**config.mk**
```make
export PLATFORM = sky130hd
export DESIGN_NAME = ps2_rx_frame
export DESIGN_NICKNAME = d
export VERILOG_FILES = /design/src/rtl/ps2_pkg.sv /design/src/rtl/ps2_input_filter.sv /design/src/rtl/ps2_rx_frame.sv
export SDC_FILE = /design/constraint.sdc
export NUM_CORES = 1
export LEC_CHECK = 0
export CAP_MARGIN = 20
export CORE_ASPECT_RATIO = 1.4
export CORE_MARGIN = 10
export CORE_UTILIZATION = 39
export CTS_CLUSTER_DIAMETER = 150
export DETAILED_ROUTE_END_ITERATION = 16
export SYNTH_ARGS = -nofsm -noshare
export SYNTH_HDL_FRONTEND = slang
export SYNTH_HIERARCHICAL = 1
export SYNTH_SLANG_ARGS = --single-unit
```
**constraint.sdc**
```tcl
create_clock -name clk_i -period 2.23 [get_ports clk_i]
set_input_delay 0.669 -clock clk_i [delete_from_list [all_inputs] [get_ports clk_i]]
set_output_delay 0.669 -clock clk_i [all_outputs]
set_load 0.05 [all_outputs]
```
**src/rtl/ps2_pkg.sv**
```systemverilog
// Shared types and constants for the PS/2 receive path.
package ps2_pkg;

    // Receive FSM states, one per frame phase after the start bit.
    typedef enum logic [1:0] {
        IDLE   = 2'd0,
        DATA   = 2'd1,
        PARITY = 2'd2,
        STOP   = 2'd3
    } ps2_state_t;

    localparam logic [7:0] PS2_PREFIX_EXT = 8'hE0;
    localparam logic [7:0] PS2_PREFIX_BRK = 8'hF0;
    localparam int         PS2_FRAME_BITS = 11;

    // Start, parity and stop bits surround the payload.
    localparam int         PS2_DATA_BITS  = PS2_FRAME_BITS - 3;

    // Odd parity holds when data plus parity bit carry an odd number of ones.
    function automatic logic ps2_parity_ok(input logic [PS2_DATA_BITS-1:0] data,
                                           input logic                     par);
        return ^{data, par};
    endfunction

endpackage

```
**src/rtl/ps2_input_filter.sv**
```systemverilog
// Two-flop synchroniser followed by a run-length debounce. The filtered
// level only moves after FILTER_LEN consecutive samples disagree with it;
// fall_o is a one-cycle strobe in the first cycle the filtered level is low.
module ps2_input_filter #(
    parameter int FILTER_LEN = 8
) (
    input  logic clk_i,
    input  logic rst_i,
    input  logic in_i,
    output logic level_o,
    output logic fall_o
);

    localparam int CW = (FILTER_LEN > 2) ? $clog2(FILTER_LEN) : 1;
    localparam logic [CW-1:0] CNT_LAST = CW'(FILTER_LEN - 1);

    logic          sync1_q;
    logic          sync2_q;
    logic          level_q;
    logic          fall_q;
    logic [CW-1:0] cnt_q;
    logic [CW-1:0] cnt_d;
    logic          flip;

    // A sample that agrees with the current level restarts the run.
    always_comb begin
        flip  = 1'b0;
        cnt_d = '0;
        if (sync2_q != level_q) begin
            if (cnt_q == CNT_LAST) begin
                flip = 1'b1;
            end else begin
                cnt_d = cnt_q + 1'b1;
            end
        end
    end

    // Synchroniser, run counter and filtered level; the pin idles high.
    always_ff @(posedge clk_i) begin
        if (rst_i) begin
            sync1_q <= 1'b1;
            sync2_q <= 1'b1;
            level_q <= 1'b1;
            fall_q  <= 1'b0;
            cnt_q   <= '0;
        end else begin
            sync1_q <= in_i;
            sync2_q <= sync1_q;
            cnt_q   <= cnt_d;
            fall_q  <= flip & level_q;
            if (flip) begin
                level_q <= ~level_q;
            end
        end
    end

    assign level_o = level_q;
    assign fall_o  = fall_q;

endmodule

```
**src/rtl/ps2_rx_frame.sv**
```systemverilog
// PS/2 keyboard frame receiver: filters the pins, assembles 11-bit frames,
// reports raw scan codes and folds E0/F0 prefixes into key events.
//
// state  | meaning
// IDLE   | waiting for a start bit (data low on a kclk fall)
// DATA   | shifting in eight payload bits, LSB first
// PARITY | capturing the odd-parity bit
// STOP   | checking parity and stop bit, then reporting the frame
module ps2_rx_frame
    import ps2_pkg::*;
#(
    parameter int FILTER_LEN  = 8,
    parameter int TIMEOUT_CYC = 30000
) (
    input  logic       clk_i,
    input  logic       rst_i,
    input  logic       kclk_i,
    input  logic       kdata_i,
    output logic [7:0] scan_code_o,
    output logic       scan_valid_o,
    output logic [7:0] key_code_o,
    output logic       key_ext_o,
    output logic       key_release_o,
    output logic       key_valid_o,
    output logic       parity_err_o,
    output logic       frame_err_o,
    output logic       busy_o
);

    localparam int TW = $clog2(TIMEOUT_CYC);
    // Matching one below the last count lets the abort land exactly
    // TIMEOUT_CYC cycles after the fall strobe, with the pulse registered.
    localparam logic [TW-1:0] TO_HIT = TW'(TIMEOUT_CYC - 2);
    localparam logic [2:0] BIT_LAST = 3'(PS2_DATA_BITS - 1);

    logic kclk_lvl;
    logic kclk_fall;
    logic fall;

    logic kdata_s1_q;
    logic kdata_s2_q;

    ps2_state_t              state_q;
    logic [2:0]              bit_cnt_q;
    logic [PS2_DATA_BITS-1:0] shreg_q;
    logic                    par_q;
    logic [TW-1:0]           to_cnt_q;
    logic [TW-1:0]           to_cnt_d;
    logic                    timeout;

    logic [7:0] scan_code_q;
    logic       scan_valid_q;
    logic       parity_err_q;
    logic       frame_err_q;

    logic       ext_flag_q;
    logic       brk_flag_q;
    logic [7:0] key_code_q;
    logic       key_ext_q;
    logic       key_rel_q;
    logic       key_valid_q;

    ps2_input_filter #(
        .FILTER_LEN (FILTER_LEN)
    ) u_kclk_filter (
        .clk_i   (clk_i),
        .rst_i   (rst_i),
        .in_i    (kclk_i),
        .level_o (kclk_lvl),
        .fall_o  (kclk_fall)
    );

    // The strobe coincides with the low level; requiring both keeps a
    // stray strobe from ever being taken while the clock reads high.
    assign fall = kclk_fall & ~kclk_lvl;

    // Data needs no debounce: it is only looked at on a filtered fall,
    // long after it has settled.
    always_ff @(posedge clk_i) begin
        if (rst_i) begin
            kdata_s1_q <= 1'b1;
            kdata_s2_q <= 1'b1;
        end else begin
            kdata_s1_q <= kdata_i;
            kdata_s2_q <= kdata_s1_q;
        end
    end

    // Inter-edge watchdog: restarts on every fall and while idle.
    always_comb begin
        timeout  = (state_q != IDLE) && (to_cnt_q == TO_HIT);
        to_cnt_d = to_cnt_q + 1'b1;
        if (state_q == IDLE || fall || timeout) begin
            to_cnt_d = '0;
        end
    end

    // Receive FSM with registered frame-result pulses; a timeout beats a
    // simultaneous fall.
    always_ff @(posedge clk_i) begin
        if (rst_i) begin
            state_q      <= IDLE;
            bit_cnt_q    <= '0;
            shreg_q      <= '0;
            par_q        <= 1'b0;
            to_cnt_q     <= '0;
            scan_code_q  <= '0;
            scan_valid_q <= 1'b0;
            parity_err_q <= 1'b0;
            frame_err_q  <= 1'b0;
        end else begin
            scan_valid_q <= 1'b0;
            parity_err_q <= 1'b0;
            frame_err_q  <= 1'b0;
            to_cnt_q     <= to_cnt_d;
            if (timeout) begin
                state_q     <= IDLE;
                frame_err_q <= 1'b1;
            end else if (fall) begin
                unique case (state_q)
                    IDLE: begin
                        if (!kdata_s2_q) begin
                            state_q   <= DATA;
                            bit_cnt_q <= '0;
                        end
                    end
                    DATA: begin
                        shreg_q   <= {kdata_s2_q, shreg_q[PS2_DATA_BITS-1:1]};
                        bit_cnt_q <= bit_cnt_q + 1'b1;
                        if (bit_cnt_q == BIT_LAST) begin
                            state_q <= PARITY;
                        end
                    end
                    PARITY: begin
                        par_q   <= kdata_s2_q;
                        state_q <= STOP;
                    end
                    STOP: begin
                        state_q <= IDLE;
                        if (!ps2_parity_ok(shreg_q, par_q)) begin
                            parity_err_q <= 1'b1;
                        end else if (!kdata_s2_q) begin
                            frame_err_q <= 1'b1;
                        end else begin
                            scan_code_q  <= shreg_q;
                            scan_valid_q <= 1'b1;
                        end
                    end
                    default: state_q <= IDLE;
                endcase
            end
        end
    end

    // Prefix decoder: remembers E0/F0 until a plain code completes the
    // sequence; any dropped frame abandons a half-built sequence.
    always_ff @(posedge clk_i) begin
        if (rst_i) begin
            ext_flag_q  <= 1'b0;
            brk_flag_q  <= 1'b0;
            key_code_q  <= '0;
            key_ext_q   <= 1'b0;
            key_rel_q   <= 1'b0;
            key_valid_q <= 1'b0;
        end else begin
            key_valid_q <= 1'b0;
            if (parity_err_q || frame_err_q) begin
                ext_flag_q <= 1'b0;
                brk_flag_q <= 1'b0;
            end else if (scan_valid_q) begin
                if (scan_code_q == PS2_PREFIX_EXT) begin
                    ext_flag_q <= 1'b1;
                end else if (scan_code_q == PS2_PREFIX_BRK) begin
                    brk_flag_q <= 1'b1;
                end else begin
                    key_code_q  <= scan_code_q;
                    key_ext_q   <= ext_flag_q;
                    key_rel_q   <= brk_flag_q;
                    key_valid_q <= 1'b1;
                    ext_flag_q  <= 1'b0;
                    brk_flag_q  <= 1'b0;
                end
            end
        end
    end

    assign scan_code_o   = scan_code_q;
    assign scan_valid_o  = scan_valid_q;
    assign parity_err_o  = parity_err_q;
    assign frame_err_o   = frame_err_q;
    assign key_code_o    = key_code_q;
    assign key_ext_o     = key_ext_q;
    assign key_release_o = key_rel_q;
    assign key_valid_o   = key_valid_q;
    assign busy_o        = (state_q != IDLE);

endmodule

```
# Yosys cells after proc, flatten, opt, wreduce, memory -nomap -nowiden
# Cells that the tools add are included.
# word_totals
register_bits,62
word_cells,90
out_inout_bits,23
# op_classes
reduce_logical,23
bitwise,12
n_eq_ne,12
mux,18
addsub,3
# ops
op,count
$eq A8 B8 Y1 const B,2
$add A15 B1 Y15 const B,1
$eq A15 B15 Y1 const B,1
$mux W1,13
$not A1 Y1,10
$reduce_and A3 Y1,3
$reduce_xor A9 Y1,1
$pmux W2 S4,1
$reduce_and A4 Y1,2
$reduce_or A4 Y1,2
$add A3 B1 Y3 const B,2
$eq A3 B3 Y1 const B,2
$ne A2 B2 Y1 const B,3
$pmux W3 S2,1
$reduce_or A2 Y1,3
$reduce_and A5 Y1,1
$reduce_or A5 Y1,1
$eq A2 B2 Y1 const B,2
$mux W2,2
$reduce_and A2 Y1,2
$reduce_bool A2 Y1,2
$logic_or A1 B1 Y1,3
$mux W3,1
$reduce_or A3 Y1,1
other kinds (5),6

# Depth between registers and ports, before layout
# depth
ltp_word,5
mapped_depth,10
mapped_depth_nobuf,7

# By module
# The synthesis kept the hierarchy.
# modules_own_cells
module,cells_each,seq_area_each_um2,instances,area_per_inst_um2
ps2_rx_frame,255,1101.1,1,2409.8
ps2_input_filter,18,140.1,1,239.0

# Worst setup path after synthesis
# No wires, ideal clock.
# synth_timing
path_type,register -> register
startpoint,register to_cnt_q[7]
endpoint,register shreg_q[7]
t_arrival_ns,1.936
path_stages_with_launch,8
required_ns,2.105
slack_ns,0.168
path_cell_list,dfxtp_1 > or4_1 > or4_1 > buf_6 > nand3_2 > buf_8 > mux2i_1 > nor2_1
# synth_via
elab_chain_len,4
# synth_lines
element,line_no,rtl
from (decl),ps2_rx_frame.sv:47,logic [TW-1:0] to_cnt_q;
from (signal assigned),ps2_rx_frame.sv:115,to_cnt_q <= to_cnt_d;
$eq A15 B15 Y1,ps2_rx_frame.sv:91,timeout = (state_q != IDLE) && (to_cnt_q == TO_HIT);
$logic_and A1 B1 Y1,ps2_rx_frame.sv:91,
$not A1 Y1 (no source line),--,
$reduce_and A3 Y1 (no source line),--,
to (signal assigned),ps2_rx_frame.sv:128,"shreg_q <= {kdata_s2_q, shreg_q[PS2_DATA_BITS-1:1]};"
to (decl),ps2_rx_frame.sv:45,logic [PS2_DATA_BITS-1:0] shreg_q;
# Every way passes these cells.
# A chain may end at the register's enable or synchronous reset.

# Final worst setup path
# layout_timing
startpoint,"register scan_code_q[2], in the netlist scan_code_o[2]"
endpoint,output port scan_code_o[2]
# layout_rtl
element,line_no,rtl
from (decl),ps2_rx_frame.sv:51,logic [7:0] scan_code_q;
from (signal assigned),ps2_rx_frame.sv:145,scan_code_q <= shreg_q;
to (decl),ps2_rx_frame.sv:19,"output logic [7:0] scan_code_o,"
# No word-level cell between the ends.

==> reports/metrics.cfg <==
[outcome]
run_status=finished, final reports clean

[run]
max-cap-violations=0

[routing]
postRouteWirelength_mm=4.78
via_count=1907
count_of_antenna_violating_nets_left_after_detailed_routing=0
viasPerCell=4.69
dr.first_iter.drc_count=70
first_pass_iters=5
detail_route.wl_per_cell_um=11.7
drc=0

[placed_design]
place_worst_setup_slack_ns=0.120
detailed_place_hpwl_mm=3.51
place.gp.congestion=0.759
number_of_i_o_port_buffers=26

[floorplanning]
die_x_um=89.7
die_h_um=118
coreArea_um2=6610
start_util_pct=40.1
floorplan.rows=35
dieArea_um2=10500
top_level_ports=27

[critical_path]
crit_fanout=4
cp.buffers_inverters=1
timing.critical_path.slowest_cell_delay_ns=0.81
endpoint=scan_code_o[2]
arrival_time_of_data_at_the_critical_path_endpoint_ns=1.51
timing.rr.end=to_cnt_q[3]$_SDFF_PP0_
critPathTopFamily=buffers and inverters
regToRegSetupSlack_ns=0.12
critical_path_cell_count=1
timing.critical_path.slowest_stage_cell=clkdlybuf4s50_1
crit_chain=clkdlybuf4s50_1
startpoint=scan_code_o[2]$_SDFFE_PP0P_
critical_path.startpoint_type=flop
rr_worst_depth=7
worst_r2r_startpoint=to_cnt_q[7]$_SDFF_PP0_
timing.critical_path.to_type=primary output
critPathKind=reg2out
cp.required_ns=1.56

[sta]
hold_viol_final=0
hold_ws_ns=0.412
worst_pin_slew_ns=0.550
final.setup.worst_slack_ns=0.0499
timing.clock.skew_ns=0.00744
relSlewSlack_pct=62.9
setup_tns_ns=0
final.period_utilization_pct=97.8
rsz0062_at_grt=no
finalSetupViolations=0
fin_crit_ns=2.18
max_freq_ghz=0.459
final_max_slew_viols=0

[pwr]
power.density_cell_area_nw_per_um2=664
final_total_power_mw=2.13
clkPwrFrac_pct=45.5
swShare_pct=21.6
power.net_switching_mw=0.461
worst_ir_drop_vdd_uv=424
cell_internal_pwr_mw=1.67
power_frac_seq_pct=52.4
power.share.combinational_pct=2.1
leakage_nw=1.36

[finish]
n_antenna_cell=0
layout-area-overhead-vs-synth_pct=21.3
design.final.nets=324
post_route_cells_drive_above_1_share_pct=14.0
nFillCells=642

[synth]
synth.lib_cells_used.distinct=44
ys_top_cells_by_area=dfxtp_1 47%, mux2i_1 7.2%, nor2_1 6.0%, ha_1 4.7%, xor2_1 3.6%
synth_seq_area_share_pct=46.9
synth_top_area_share_pct=46.9
synthFlopType=dfxtp_1
edff_count_synth=0
synth_top_cells_by_count=62 x dfxtp_1, 42 x nor2_1, 19 x mux2i_1
syn_inst=273
syn_avg_cell_area_um2=9.70
synthesis.yosys.warnings=6
yosys.area.top_type=dfxtp_1
synthesis.nets=287
netlist_area_um2=2650
synth.most_common_cell=dfxtp_1
synth-seq-cells=62
async_reset_ff_share_pct=0

[grt]
via_count_of_the_first_global_routing_pass=1869
initial_antenna_violation_count=0
total_gr_overflow=0
grt_start_max_net_pins=29
global_route_wire_length_before_repair_mm=8.27
groute.usage.overall_pct=9.85

[cts]
cts_num_sinks=62
cts_tree=done
worst_setup_hold_path_clk_slew_ns=0.07
post-cts-setup-buffer-count=0
cts_hold_repair.buffers=0
deepest_level_of_the_cts_h_tree=3
cts.path.max_buffers=2
ctsRootBufferMaster=clkbuf_8
worst_skew_pair.late_latency_ns=0.34
cts_buffers=9

[worst_hold_path]
timing.hold.worst.class=reg2reg

==> final cells by class <==
cell class                 count  area, µm²  share of cell area, %
timing repair buffer          37        354                   11.0
inverter                      14       52.6                   1.64
tap                           92        115                   3.58
sequential                    62       1240                   38.6
clock buffer                  10        138                   4.29
multi-input combinational    186       1250                   38.9
clock inverter                 6       61.3                   1.91
==> layout by cell type (no fill, tap or decap), drive strengths merged, types with 11 or more instances in the layout <==
| master | n |
|---|---|
| mux2i | 19 |
| clkdlybuf4s50 | 15 |
| a21oi | 13 |
| buf | 17 |
| nand3 | 13 |
| dfxtp | 62 |
| nand2 | 13 |
| inv | 14 |
| xor2 | 11 |
| nor2 | 42 |
==> through the flow <==
| step | utilization [%] | std cells | area (µm²) |
|---|---|---|---|
| 2_1_floorplan | - | 273 | 2650 |
| 3_3_place_gp | 45.5 | 391 | 3010 |
| 3_5_place_dp | 45.5 | 391 | 3010 |
| 4_1_cts | 48.5 | 407 | 3210 |
| 5_1_grt | 48.6 | 407 | 3210 |
| 6_report | 48.6 | 407 | 3210 |
==> logic make-up (layout without fill, tap and decap cells) <==
family	count (synthesis)	after routing	share of synthesized area, %
buf+inv	25	67	5.95
fa+ha+maj	10	10	4.72
compound gates	29	29	6.42
simple gates	106	106	21.1
xor+xnor	22	22	7.79
flops	62	62	46.9
mux	19	19	7.18
==> worst min-delay path by stage <==
| stage | depth (start not counted) | endpoint | slack, ns | start |
|---|---|---|---|---|
| floorplan | 1 | kdata_s2_q$_SDFF_PP1_ | 0.39 | kdata_s1_q$_SDFF_PP1_ |
| global placement | 1 | kdata_s2_q$_SDFF_PP1_ | 0.39 | kdata_s1_q$_SDFF_PP1_ |
| detailed placement | 1 | u_kclk_filter/sync2_q$_SDFF_PP1_ | 0.40 | u_kclk_filter/sync1_q$_SDFF_PP1_ |
| CTS | 1 | u_kclk_filter/sync2_q$_SDFF_PP1_ | 0.41 | u_kclk_filter/sync1_q$_SDFF_PP1_ |
| global route | 1 | u_kclk_filter/sync2_q$_SDFF_PP1_ | 0.42 | u_kclk_filter/sync1_q$_SDFF_PP1_ |
| finish | 1 | kdata_s2_q$_SDFF_PP1_ | 0.41 | kdata_s1_q$_SDFF_PP1_ |
==> power by group through the flow <==
stage | clock network (mW) | registers, mW | logic [mW]
after floorplan | 0 | 1.15 | 0.0245
after global placement | 0 | 1.14 | 0.0451
after detailed placement | 0 | 1.14 | 0.0456
after CTS | 1.00 | 1.12 | 0.0458
after global routing | 1.05 | 1.12 | 0.0498
final | 0.971 | 1.12 | 0.0446
==> registers in the layout, summed over array words and instances (netlist names) <==
register,flops
key_valid_o,1
to_cnt_q,15
u_kclk_filter/cnt_q,3
u_kclk_filter/sync2_q,1
u_kclk_filter/fall_o,1
scan_valid_o,1
shreg_q,8
frame_err_o,1
ext_flag_q,1
kdata_s2_q,1
scan_code_o,8
kdata_s1_q,1
u_kclk_filter/level_o,1
state_q,2
brk_flag_q,1
key_release_o,1
parity_err_o,1
key_code_o,8
par_q,1
key_ext_o,1
u_kclk_filter/sync1_q,1
bit_cnt_q,3
==> per-layer routing <==
layer,wire length (µm),share of wire (%),vias to the layer above,global-route usage (%)
li1,-,-,998,-
met1,1990,42,867,10.3
met2,2410,50,32,16.1
met3,273,5.7,10,3.60
met4,103,2.2,0,5.69
met5,0,0,-,0
==> timing repair <==
item,CTS,global route
resized for setup,3,2
gates cloned,0,0
setup endpoints to repair,3,2
No activity file was read; power rests on OpenSTA's default activity.
